`src/rtl/uart_tx_arbiter.sv`:
```
// Round-robin arbiter that lets one of three byte-stream requesters own a UART transmitter
// for a whole packet, with a FETCH-state idle timeout that abandons stalled packets.
module uart_tx_arbiter #(
    parameter int unsigned TIMEOUT = 1000
) (
    input  logic        clk,
    input  logic        rst,
    input  logic [2:0]  req_valid,
    input  logic [23:0] req_data,
    input  logic [2:0]  req_last,
    output logic [2:0]  req_ready,
    input  logic        busy,
    output logic        new_data_tx,
    output logic [7:0]  data_tx,
    output logic [2:0]  grant,
    output logic        timeout_err
);

    typedef enum logic [1:0] {StIdle, StFetch, StSend, StGuard} state_e;

    localparam logic [15:0] CntMax = 16'(TIMEOUT - 1);

    state_e      state_q, state_d;
    logic [2:0]  grant_q, grant_d;
    logic [1:0]  last_q, last_d;
    logic [15:0] cnt_q, cnt_d;
    logic [7:0]  hold_q, hold_d;
    logic        eop_q, eop_d;
    logic        strobe_q, strobe_d;
    logic [7:0]  data_q, data_d;
    logic        to_q, to_d;

    logic [1:0]  gidx;
    logic [1:0]  winner;
    logic [7:0]  sel_data;
    logic        sel_last;
    logic        xfer;

    // Search starts just after the previous owner so it gets lowest priority.
    function automatic logic [1:0] rr_pick(input logic [2:0] valid, input logic [1:0] last);
        logic [1:0] idx;
        logic [1:0] pick;
        logic       found;
        pick  = 2'd0;
        found = 1'b0;
        idx   = (last == 2'd2) ? 2'd0 : last + 2'd1;
        for (int i = 0; i < 3; i++) begin
            if (!found && valid[idx]) begin
                pick  = idx;
                found = 1'b1;
            end
            idx = (idx == 2'd2) ? 2'd0 : idx + 2'd1;
        end
        return pick;
    endfunction

    always_comb begin
        case (grant_q)
            3'b010:  gidx = 2'd1;
            3'b100:  gidx = 2'd2;
            default: gidx = 2'd0;
        endcase
    end

    always_comb begin
        case (gidx)
            2'd1:    sel_data = req_data[15:8];
            2'd2:    sel_data = req_data[23:16];
            default: sel_data = req_data[7:0];
        endcase
    end

    assign sel_last  = req_last[gidx];
    assign winner    = rr_pick(req_valid, last_q);
    assign req_ready = (state_q == StFetch) ? grant_q : 3'b000;
    assign xfer      = |(req_valid & req_ready);

    always_comb begin
        state_d  = state_q;
        grant_d  = grant_q;
        last_d   = last_q;
        cnt_d    = cnt_q;
        hold_d   = hold_q;
        eop_d    = eop_q;
        strobe_d = 1'b0;
        data_d   = data_q;
        to_d     = 1'b0;
        case (state_q)
            StIdle: begin
                grant_d = 3'b000;
                if (|req_valid) begin
                    grant_d = 3'b001 << winner;
                    cnt_d   = 16'd0;
                    state_d = StFetch;
                end
            end
            StFetch: begin
                if (xfer) begin
                    hold_d  = sel_data;
                    eop_d   = sel_last;
                    state_d = StSend;
                end else if (cnt_q == CntMax) begin
                    grant_d = 3'b000;
                    last_d  = gidx;
                    to_d    = 1'b1;
                    state_d = StIdle;
                end else begin
                    cnt_d = cnt_q + 16'd1;
                end
            end
            StSend: begin
                if (!busy) begin
                    strobe_d = 1'b1;
                    data_d   = hold_q;
                    state_d  = StGuard;
                end
            end
            StGuard: begin
                // busy is not yet valid for the byte just strobed, so it is not looked at here.
                if (eop_q) begin
                    grant_d = 3'b000;
                    last_d  = gidx;
                    state_d = StIdle;
                end else begin
                    cnt_d   = 16'd0;
                    state_d = StFetch;
                end
            end
            default: state_d = StIdle;
        endcase
    end

    always_ff @(posedge clk or negedge rst) begin
        if (!rst) begin
            state_q  <= StIdle;
            grant_q  <= 3'b000;
            last_q   <= 2'd2;
            cnt_q    <= 16'd0;
            hold_q   <= 8'h00;
            eop_q    <= 1'b0;
            strobe_q <= 1'b0;
            data_q   <= 8'h00;
            to_q     <= 1'b0;
        end else begin
            state_q  <= state_d;
            grant_q  <= grant_d;
            last_q   <= last_d;
            cnt_q    <= cnt_d;
            hold_q   <= hold_d;
            eop_q    <= eop_d;
            strobe_q <= strobe_d;
            data_q   <= data_d;
            to_q     <= to_d;
        end
    end

    assign grant       = grant_q;
    assign new_data_tx = strobe_q;
    assign data_tx     = data_q;
    assign timeout_err = to_q;

endmodule

```
`config.mk`:
```
export PLATFORM = sky130hd
export DESIGN_NAME = uart_tx_arbiter
export DESIGN_NICKNAME = d
export VERILOG_FILES = /design/src/rtl/uart_tx_arbiter.sv
export SDC_FILE = /design/constraint.sdc
export NUM_CORES = 1
export LEC_CHECK = 0
export BUFFER_PORTS_ARGS = -buffer_cell sky130_fd_sc_hd__buf_2
export CAP_MARGIN = 5
export CORE_UTILIZATION = 58
export DETAILED_ROUTE_END_ITERATION = 6
export PLACE_DENSITY = 0.85
export SLEW_MARGIN = 10
export SYNTH_ARGS = -nofsm -noshare
export SYNTH_HDL_FRONTEND = slang
export SYNTH_SLANG_ARGS = --single-unit
```
`constraint.sdc`:
```
create_clock -name clk -period 3.4 [get_ports clk]
set_input_delay 0.68 -clock clk [delete_from_list [all_inputs] [get_ports clk]]
set_output_delay 0.68 -clock clk [all_outputs]
set_load 0.005 [all_outputs]
```
==> run_results.csv, run 1 <==
group,metric,value,unit
outcome,status,"complete, no violations",
worst_setup_path,rrSetupSlack,0.65,ns
worst_setup_path,critical_path_class,"reg2reg",
routing,via_count,1874,
die,ios,49,
pwr,switching_share,0.388,
worst_setup_path,rr_endpoint,"cnt_q[9]",
global_route,grt_pass1_vias,1829,
die,dieArea,3980,sq um
worst_setup_path,worstPathRequired,3.63,ns
place,gp_congestion,0.790,
routing,drc,0,
place,hpwl,3.21,mm
pwr,pwr-share-comb,0.394,
sta,setup_viol,0,
worst_setup_path,crit_path_end_kind,"flop",
flow_run,maxCapViolCount,0,
global_route,grt.overflow.total,0,
routing,ant_nets,0,
synthesis,yosysTopAreaCellShare,0.474,
hold_path,worstHoldStart,"data_tx[1]",
die,rows,21,
cts,htreeDepth,2,
worst_setup_path,worst-path-max-fanout,28,
routing,wl_per_cell,15.3,microns
cts,numCtsBuffers,5,
synthesis,seq_area_frac_synth,0.486,
synthesis,ys.flop_type,"dfrtp_1",
global_route,antenna_found_initial,0,
place,dp_cells,302,
sta,min_period,2.75,ns
worst_setup_path,reg2reg_depth,5,
hold_path,holdPathStages,1,
final_layout,antenna_cells,0,
routing,drtIter0Drc,106,
synthesis,syn_inst,219,
die,start_util,0.629,
place,port_buffers,48,
routing,routed_wl,4.74,mm
final_layout,nNetsFinal,297,
final_layout,final_cells,310,
pwr,power_frac_seq,0.406,
sta,totalNegativeSetupSlack,0,ns
cts,clk_pin_slew_worst_paths,0.08,ns
die,die_w,63.1,microns
sta,fmax,364,MHz
die,dieHeight,63.1,microns
synthesis,synth_most_common_cell,"dfrtp_1",
sta,slew_headroom,0.392,
cts,cts_hold_buf,0,
sta,post-route-period-util,0.809,
synthesis,ys_warn_count,0,
sta,hold_violations,0,
pwr,switchingPower,0.765,mW
worst_setup_path,arrival,2.98,ns
synthesis,synth_seq_cells,42,
worst_setup_path,cp-start-kind,"flop",
final_layout,area_growth,16.9,%
synthesis,avgSynthCellArea,9.88,sq um
cts,post_cts_buffers,0,
cts,cts_tree,"done",
cts,cts_resized,0,
pwr,power,1.97,mW
worst_setup_path,reg2reg_from,"grant[0]",
cts,clockRootBuffer,"clkbuf_8",
synthesis,async_flop_share,1.00,
cts,clk_latency,0.30,ns
pwr,power.density,779,nW/um^2
synthesis,synth_edf_count,0,
synthesis,synthTopCellsByArea,"dfrtp_1, mux2_1, a21oi_1, o21ai_1, nand2_1",
routing,vias_per_cell,6.05,
die,core_area,3440,sq um
synthesis,synth_largest_area_cell,"dfrtp_1",
pwr,peakVddDrop,754,uV
global_route,grt_use_total,0.260,
cts,cts_buffer_depth,2,
synthesis,ys_top_cells_by_count,"dfrtp_1, nand2_1, a21oi_1",
synthesis,syn_nets,253,
synthesis,synth_area,2160,sq um
sta,worst_pin_slew,0.912,ns
pwr,p_leak,1.14,nW
sta,final-max-slew-violation-count,0,
hold_path,hold_path_end,"data_tx[1]",
sta,worst_clock_skew,0.00727,ns
final_layout,final_util,0.735,
pwr,p_int,1.21,mW
final_layout,final_layout_size_suffix_gt1_frac,0.231,
cts,clock_sinks,42,
sta,rsz0062_at_grt,"false",
routing,firstDrtPassIters,4,
hold_path,hp-class,"reg2reg",
global_route,grt_max_degree,43,
global_route,grt_pass1_wl,8.09,mm
pwr,pwr-share-clk,0.200,
synthesis,synthDistinctLibCells,42,
## layout by cell type (no fill, tap or decap), types with 2 or more instances in the layout
cell type	count
or3_1	6
nor2b_1	4
and4_1	3
o22a_1	9
nor3_1	2
o21ai_1	16
or4_1	9
dfrtp_1	41
mux2_2	2
buf_2	48
mux2_1	9
inv_1	5
nor3b_1	2
a22o_1	2
nand3_1	5
nand4_1	2
clkbuf_8	5
o22ai_1	11
nand2_1	21
nand2b_1	4
nor2_1	9
a21oi_1	17
o31ai_1	9
o2bb2ai_1	2
## metrics by stage
step / worst slack [ns] / hold slack [ns] / cell area (sq um)
global route: 0.386 / 0.517 / 2530
detailed placement: 0.501 / 0.469 / 2420
floorplan: 1.07 / 0.384 / 2160
finish: 0.651 / 0.486 / 2530
global placement: 0.584 / 0.461 / 2420
CTS: 0.692 / 0.488 / 2530
## worst max-delay path, stage by stage (launching register included)
cell and delay [ns]:
dfrtp_1 0.56, a222oi_1 0.76, nand2_1 0.11, a22o_1 0.50
or4_1 0.58, a21oi_1 0.17
## worst max-delay path by stage
| stage | start | to | slack (ns) |
|---|---|---|---|
| 6_report | grant[0] | cnt_q[9] | 0.65 |
| 5_1_grt | grant[0] | cnt_q[9] | 0.39 |
| 4_1_cts | grant[0] | cnt_q[15] | 0.69 |
| 3_5_place_dp | req_valid[0] | cnt_q[11] | 0.50 |
| 3_3_place_gp | req_valid[0] | cnt_q[15] | 0.58 |
| 2_1_floorplan | req_valid[0] | cnt_q[7] | 1.07 |
## area by class of cell
class	count	area, sq um
Multi-Input combinational cell	159	1040
Clock buffer	6	72.6
Sequential cell	42	1050
Clock inverter	2	37.5
Timing Repair Buffer	49	248
Inverter	6	22.5
Tap cell	46	57.6
Fill cell	257	911
## flip-flops by register name, indices dropped and copies added (netlist names), named ones only
| signal | cells |
|---|---|
| cnt_q | 16 |
| data_tx | 8 |
| eop_q | 1 |
| grant | 3 |
| hold_q | 8 |
| last_q | 2 |
| new_data_tx | 1 |
| state_q | 1 |
| timeout_err | 1 |
## cells by family (layout without fill, tap and decap cells)
logic type                 after synthesis  in the layout  share of synthesized area
AOI/OAI and AO/OA                       70             70                      0.208
adders and majority gates                1              1                    0.00578
buffers and inverters                   18             63                     0.0329
DFF                                     42             42                      0.486
muxes                                   12             12                     0.0676
and+or+nand+nor                         76             76                      0.200
## per-layer routing
layer | vias up | share of wire | track usage
li1 | 914 | - | -
met1 | 893 | 0.43 | 0.333
met2 | 55 | 0.50 | 0.419
met3 | 12 | 0.048 | 0.0435
met4 | 0 | 0.026 | 0.140
met5 | - | 0 | 0
## power groups by stage
stage	registers, mW	logic [mW]	clock network [mW]
2_1_floorplan	0.761	0.588	0
4_1_cts	0.799	0.780	0.402
3_5_place_dp	0.808	0.774	0
6_report	0.800	0.777	0.394
5_1_grt	0.828	0.870	0.420
3_3_place_gp	0.798	0.749	0
Note: power is estimated with default switching activity, not from simulation.
==> run 2: changes to the inputs <==
CORE_UTILIZATION = 53   (was 58)
PLACE_DENSITY = 0.78   (was 0.85)
clock period = 2.8 ns   (was 3.4 ns; I/O delays follow)
==> run_results.csv, run 2 (synthesis results as in run 1) <==
group,metric,value,unit
cts,post_cts_buffers,0,
place,dp_cells,307,
global_route,grt_use_total,0.244,
worst_setup_path,reg2reg_depth,6,
worst_setup_path,worst-path-max-fanout,28,
cts,cts_buffer_depth,2,
worst_setup_path,critical_path_class,"reg2reg",
cts,cts_resized,0,
sta,setup_viol,0,
cts,clockRootBuffer,"clkbuf_8",
final_layout,final_layout_size_suffix_gt1_frac,0.243,
worst_setup_path,cp-start-kind,"flop",
sta,totalNegativeSetupSlack,0,ns
pwr,p_leak,1.15,nW
global_route,grt_pass1_vias,1860,
cts,clock_sinks,42,
outcome,status,"complete, no violations",
sta,worst_clock_skew,0.00928,ns
die,core_area,3800,sq um
sta,slew_headroom,0.388,
worst_setup_path,arrival,2.70,ns
pwr,power.density,920,nW/um^2
sta,min_period,2.49,ns
sta,fmax,402,MHz
die,rows,22,
worst_setup_path,crit_path_end_kind,"flop",
final_layout,final_cell_area,2540,sq um
final_layout,antenna_cells,0,
worst_setup_path,worstPathRequired,3.02,ns
final_layout,mostFrequentLayoutCell,"buf_2",
cts,clk_pin_slew_worst_paths,0.09,ns
place,placed_cell_area,2450,sq um
flow_run,maxCapViolCount,0,
die,start_util,0.570,
global_route,antenna_found_initial,0,
cts,numCtsBuffers,5,
cts,cts_tree,"done",
final_layout,largest_reg_flops,16,
die,ios,49,
sta,rsz0062_at_grt,"false",
cts,clk_latency,0.30,ns
cts,htreeDepth,2,
routing,ant_nets,0,
routing,drtIter0Drc,190,
final_layout,regMostFlops,"cnt_q",
global_route,grt_max_degree,43,
die,die_w,65.9,microns
sta,worst_pin_slew,0.917,ns
cts,cts_hold_buf,0,
pwr,power,2.34,mW
routing,vias_per_cell,6.07,
global_route,grt_pass1_wl,8.14,mm
routing,drc,0,
routing,firstDrtPassIters,4,
final_layout,final_cell_mix,"buf_2, dfrtp_1, nand2_1",
sta,final-max-slew-violation-count,0,
sta,setup_slack,0.314,ns
place,port_buffers,48,
sta,hold_violations,0,
place,gp_congestion,0.772,
hold_path,hp-class,"in2async",
final_layout,final_cells,315,
sta,whs,0.387,ns
pwr,peakVddDrop,489,uV
routing,via_count,1912,
final_layout,final_util,0.669,
final_layout,nNetsFinal,300,
die,dieHeight,65.9,microns
place,hpwl,3.20,mm
die,dieArea,4340,sq um
routing,routed_wl,4.53,mm
final_layout,area_growth,17.4,%
sta,post-route-period-util,0.888,
place,dpl_worst_slack,0.264,ns
routing,wl_per_cell,14.4,microns
global_route,grt.overflow.total,0,
==> run 2: changes by cell type in the layout (fill, tap and decap cells not counted) <==
cell,previous run,this run
buf_4,1,4
clkinv_2,0,1
clkbuf_8,5,6
bufinv_16,1,0
clkbuf_1,1,0
==> run 2: power by group <==
part	switching [mW]	internal [mW]	total, mW
sequential	0.162	0.801	0.963
clock	0.211	0.198	0.410
combinational	0.546	0.419	0.965
total	0.919	1.42	2.34
==> run 2: final cells by class <==
type                            instances  area (sq um)
Tap cell                               48          60.1
Multi-Input combinational cell        159          1040
Sequential cell                        42          1050
Clock buffer                            6          82.6
Timing Repair Buffer                   52           270
Inverter                                6          22.5
Clock inverter                          2          12.5
Fill cell                             314          1260
==> run 2: path summary, 6_finish.rpt <==
path | start | to | slack (ns)
worst max-delay path | cnt_q[0] | cnt_q[11] | 0.31
max in group asynchronous | rst | grant[0] | 1.83
worst max register to register | cnt_q[0] | cnt_q[11] | 0.31
min in group clk | data_tx[1] | data_tx[1] | 0.48
worst min register to register | data_tx[1] | data_tx[1] | 0.48
worst min-delay path | rst | cnt_q[9] | 0.39
==> run 2: layer usage <==
metal	up-vias	global-route usage	routed length, microns
met4	0	0.0842	56
met3	7	0.0500	185
met1	934	0.310	2130
li1	921	-	-
met2	50	0.408	2150
met5	-	0	0
==> run 2: worst max-delay path, stage by stage (launching register included) <==
cell and delay [ns]:
dfrtp_1 0.45, ha_1 0.25, nor4bb_1 0.13, and4_1 0.27
a22o_1 0.53, or4_1 0.60, a21oi_1 0.18
==> run 3: changes to the inputs <==
ABC_AREA = 1   (was not set)
CORE_UTILIZATION = 55   (was 53)
PLACE_DENSITY = 0.8   (was 0.78)
==> run_results.csv, run 3 <==
group,metric,value,unit
global_route,grt_pass1_vias,2108,
worst_setup_path,reg2reg_depth,8,
routing,wl_per_cell,11.3,microns
worst_setup_path,cp-start-kind,"flop",
synthesis,synthTopCellsByArea,"dfrtp_1, nand2_1, nor2_1, nand3_1, inv_1",
sta,slew_headroom,0.402,
synthesis,syn_nets,373,
pwr,switchingPower,1.01,mW
final_layout,final_util,0.654,
synthesis,async_flop_share,1.00,
die,dieArea,4810,sq um
cts,clk_pin_slew_worst_paths,0.08,ns
synthesis,synth_edf_count,0,
sta,totalNegativeSetupSlack,0,ns
final_layout,multiInputGateArea,1260,sq um
die,rows,24,
cts,clock_sinks,42,
synthesis,ys_warn_count,0,
pwr,pwr-share-comb,0.433,
die,core_area,4350,sq um
cts,numCtsBuffers,5,
routing,vias_per_cell,5.05,
sta,min_period,1.90,ns
global_route,grt_pass1_wl,9.06,mm
routing,routed_wl,5.01,mm
place,placed_cell_area,2760,sq um
sta,setup_viol,0,
sta,hold_violations,0,
synthesis,synth_most_common_cell,"nand2_1",
sta,post-route-period-util,0.680,
final_layout,regMostFlops,"cnt_q",
cts,clockRootBuffer,"clkbuf_8",
synthesis,avgSynthCellArea,7.36,sq um
synthesis,syn_inst,339,
final_layout,nNetsFinal,424,
global_route,antenna_found_initial,0,
place,gp_congestion,0.975,
pwr,switching_share,0.433,
worst_setup_path,rr_endpoint,"cnt_q[4]",
final_layout,antenna_cells,0,
sta,final-max-slew-violation-count,0,
final_layout,final_cell_mix,"nand2_1, buf_2, nor2_1",
place,port_buffers,48,
sta,rsz0062_at_grt,"false",
routing,drtIter0Drc,127,
cts,cts_hold_buf,0,
die,ios,49,
sta,whs,0.387,ns
die,die_w,69.3,microns
die,dieHeight,69.3,microns
final_layout,area_growth,14.2,%
worst_setup_path,worst-path-max-fanout,26,
final_layout,final_layout_size_suffix_gt1_frac,0.205,
pwr,p_leak,1.45,nW
synthesis,seq_area_frac_synth,0.422,
routing,via_count,2235,
global_route,grt_max_degree,43,
pwr,p_int,1.32,mW
synthesis,synth_area,2490,sq um
worst_setup_path,crit_path_end_kind,"flop",
cts,cts_tree,"done",
sta,setup_slack,0.895,ns
synthesis,yosysTopAreaCellShare,0.411,
synthesis,synthDistinctLibCells,32,
outcome,status,"complete, no violations",
final_layout,mostFrequentLayoutCell,"nand2_1",
place,dpl_worst_slack,0.835,ns
final_layout,seqCellArea,1050,sq um
synthesis,ys.flop_type,"dfrtp_1",
final_layout,largest_reg_flops,16,
worst_setup_path,rrSetupSlack,0.90,ns
sta,fmax,525,MHz
cts,cts_buffer_depth,2,
global_route,grt.overflow.total,0,
routing,ant_nets,0,
cts,htreeDepth,2,
flow_run,maxCapViolCount,0,
pwr,pwr-share-clk,0.162,
final_layout,fill_cells,378,
place,hpwl,3.77,mm
hold_path,hp-class,"in2async",
cts,post_cts_buffers,0,
pwr,power_frac_seq,0.405,
cts,cts_resized,0,
synthesis,synth_largest_area_cell,"dfrtp_1",
sta,worst_pin_slew,0.897,ns
sta,worst_clock_skew,0.00695,ns
final_layout,final_cell_area,2850,sq um
routing,drc,0,
global_route,grt_use_total,0.232,
die,start_util,0.573,
worst_setup_path,critical_path_class,"reg2reg",
worst_setup_path,worstPathRequired,2.98,ns
cts,clk_latency,0.29,ns
synthesis,ys_top_cells_by_count,"nand2_1, nor2_1, dfrtp_1",
routing,firstDrtPassIters,4,
synthesis,synth_seq_cells,42,
pwr,peakVddDrop,519,uV
pwr,power.density,818,nW/um^2
worst_setup_path,arrival,2.09,ns
[run 3: kinds of logic after synthesis]
family                   count (synthesis)  share of synthesized area
buffers and inverters                   39                     0.0717
flip-flops                              42                      0.422
AND/OR/NAND/NOR                        212                      0.379
adder cells (fa/ha/maj)                  1                    0.00502
multiplexers                             1                    0.00401
XOR/XNOR                                 5                     0.0176
AO/OA/AOI/OAI                           39                      0.100
[run 3: power by group through the flow]
stage / logic [mW] / clock network [mW] / registers (mW)
after floorplan: 0.789 / 0 / 0.933
after global placement: 0.996 / 0 / 0.948
after detailed placement: 1.01 / 0 / 0.954
after CTS: 1.02 / 0.388 / 0.944
after global routing: 1.16 / 0.410 / 0.979
final: 1.01 / 0.378 / 0.943
[run 3: final cells by class]
type	count	share of cell area
Clock buffer	6	0.0255
Clock inverter	2	0.00483
Inverter	33	0.0444
Multi-Input combinational cell	258	0.443
Sequential cell	42	0.370
Tap cell	52	0.0228
Timing Repair Buffer	50	0.0896
[run 3: how the worst max path moves through the flow]
stage | cells past startpoint | start | slack [ns] | end
floorplan | 10 | cnt_q[0] | 1.33 | cnt_q[0]
global placement | 7 | req_valid[0] | 0.93 | cnt_q[4]
detailed placement | 7 | req_valid[0] | 0.84 | cnt_q[13]
CTS | 8 | flop | 0.90 | cnt_q[13]
global route | 8 | flop | 0.71 | cnt_q[13]
finish | 8 | flop | 0.90 | cnt_q[4]
[run 3: critical path: stages, from the launching register on]
cell	delay [ns]
dfrtp_1	0.45
inv_2	0.13
nand2_4	0.09
inv_1	0.35
nand4_2	0.22
nand3_4	0.27
inv_1	0.15
nand2_1	0.08
o21ai_1	0.05
[run 3: through the flow]
step	total power [mW]	instances
after floorplan	1.72	339
after global placement	1.94	435
after detailed placement	1.97	435
after CTS	2.35	443
after global routing	2.55	443
final	2.33	443
[run 3: metal layers]
metal | routed length, microns | vias up | share of wire | track usage
li1 | - | 1200 | - | -
met1 | 2440 | 986 | 0.49 | 0.300
met3 | 170 | 7 | 0.034 | 0.0480
met5 | 0 | - | 0 | 0
met4 | 68 | 0 | 0.014 | 0.0816
met2 | 2330 | 42 | 0.46 | 0.385
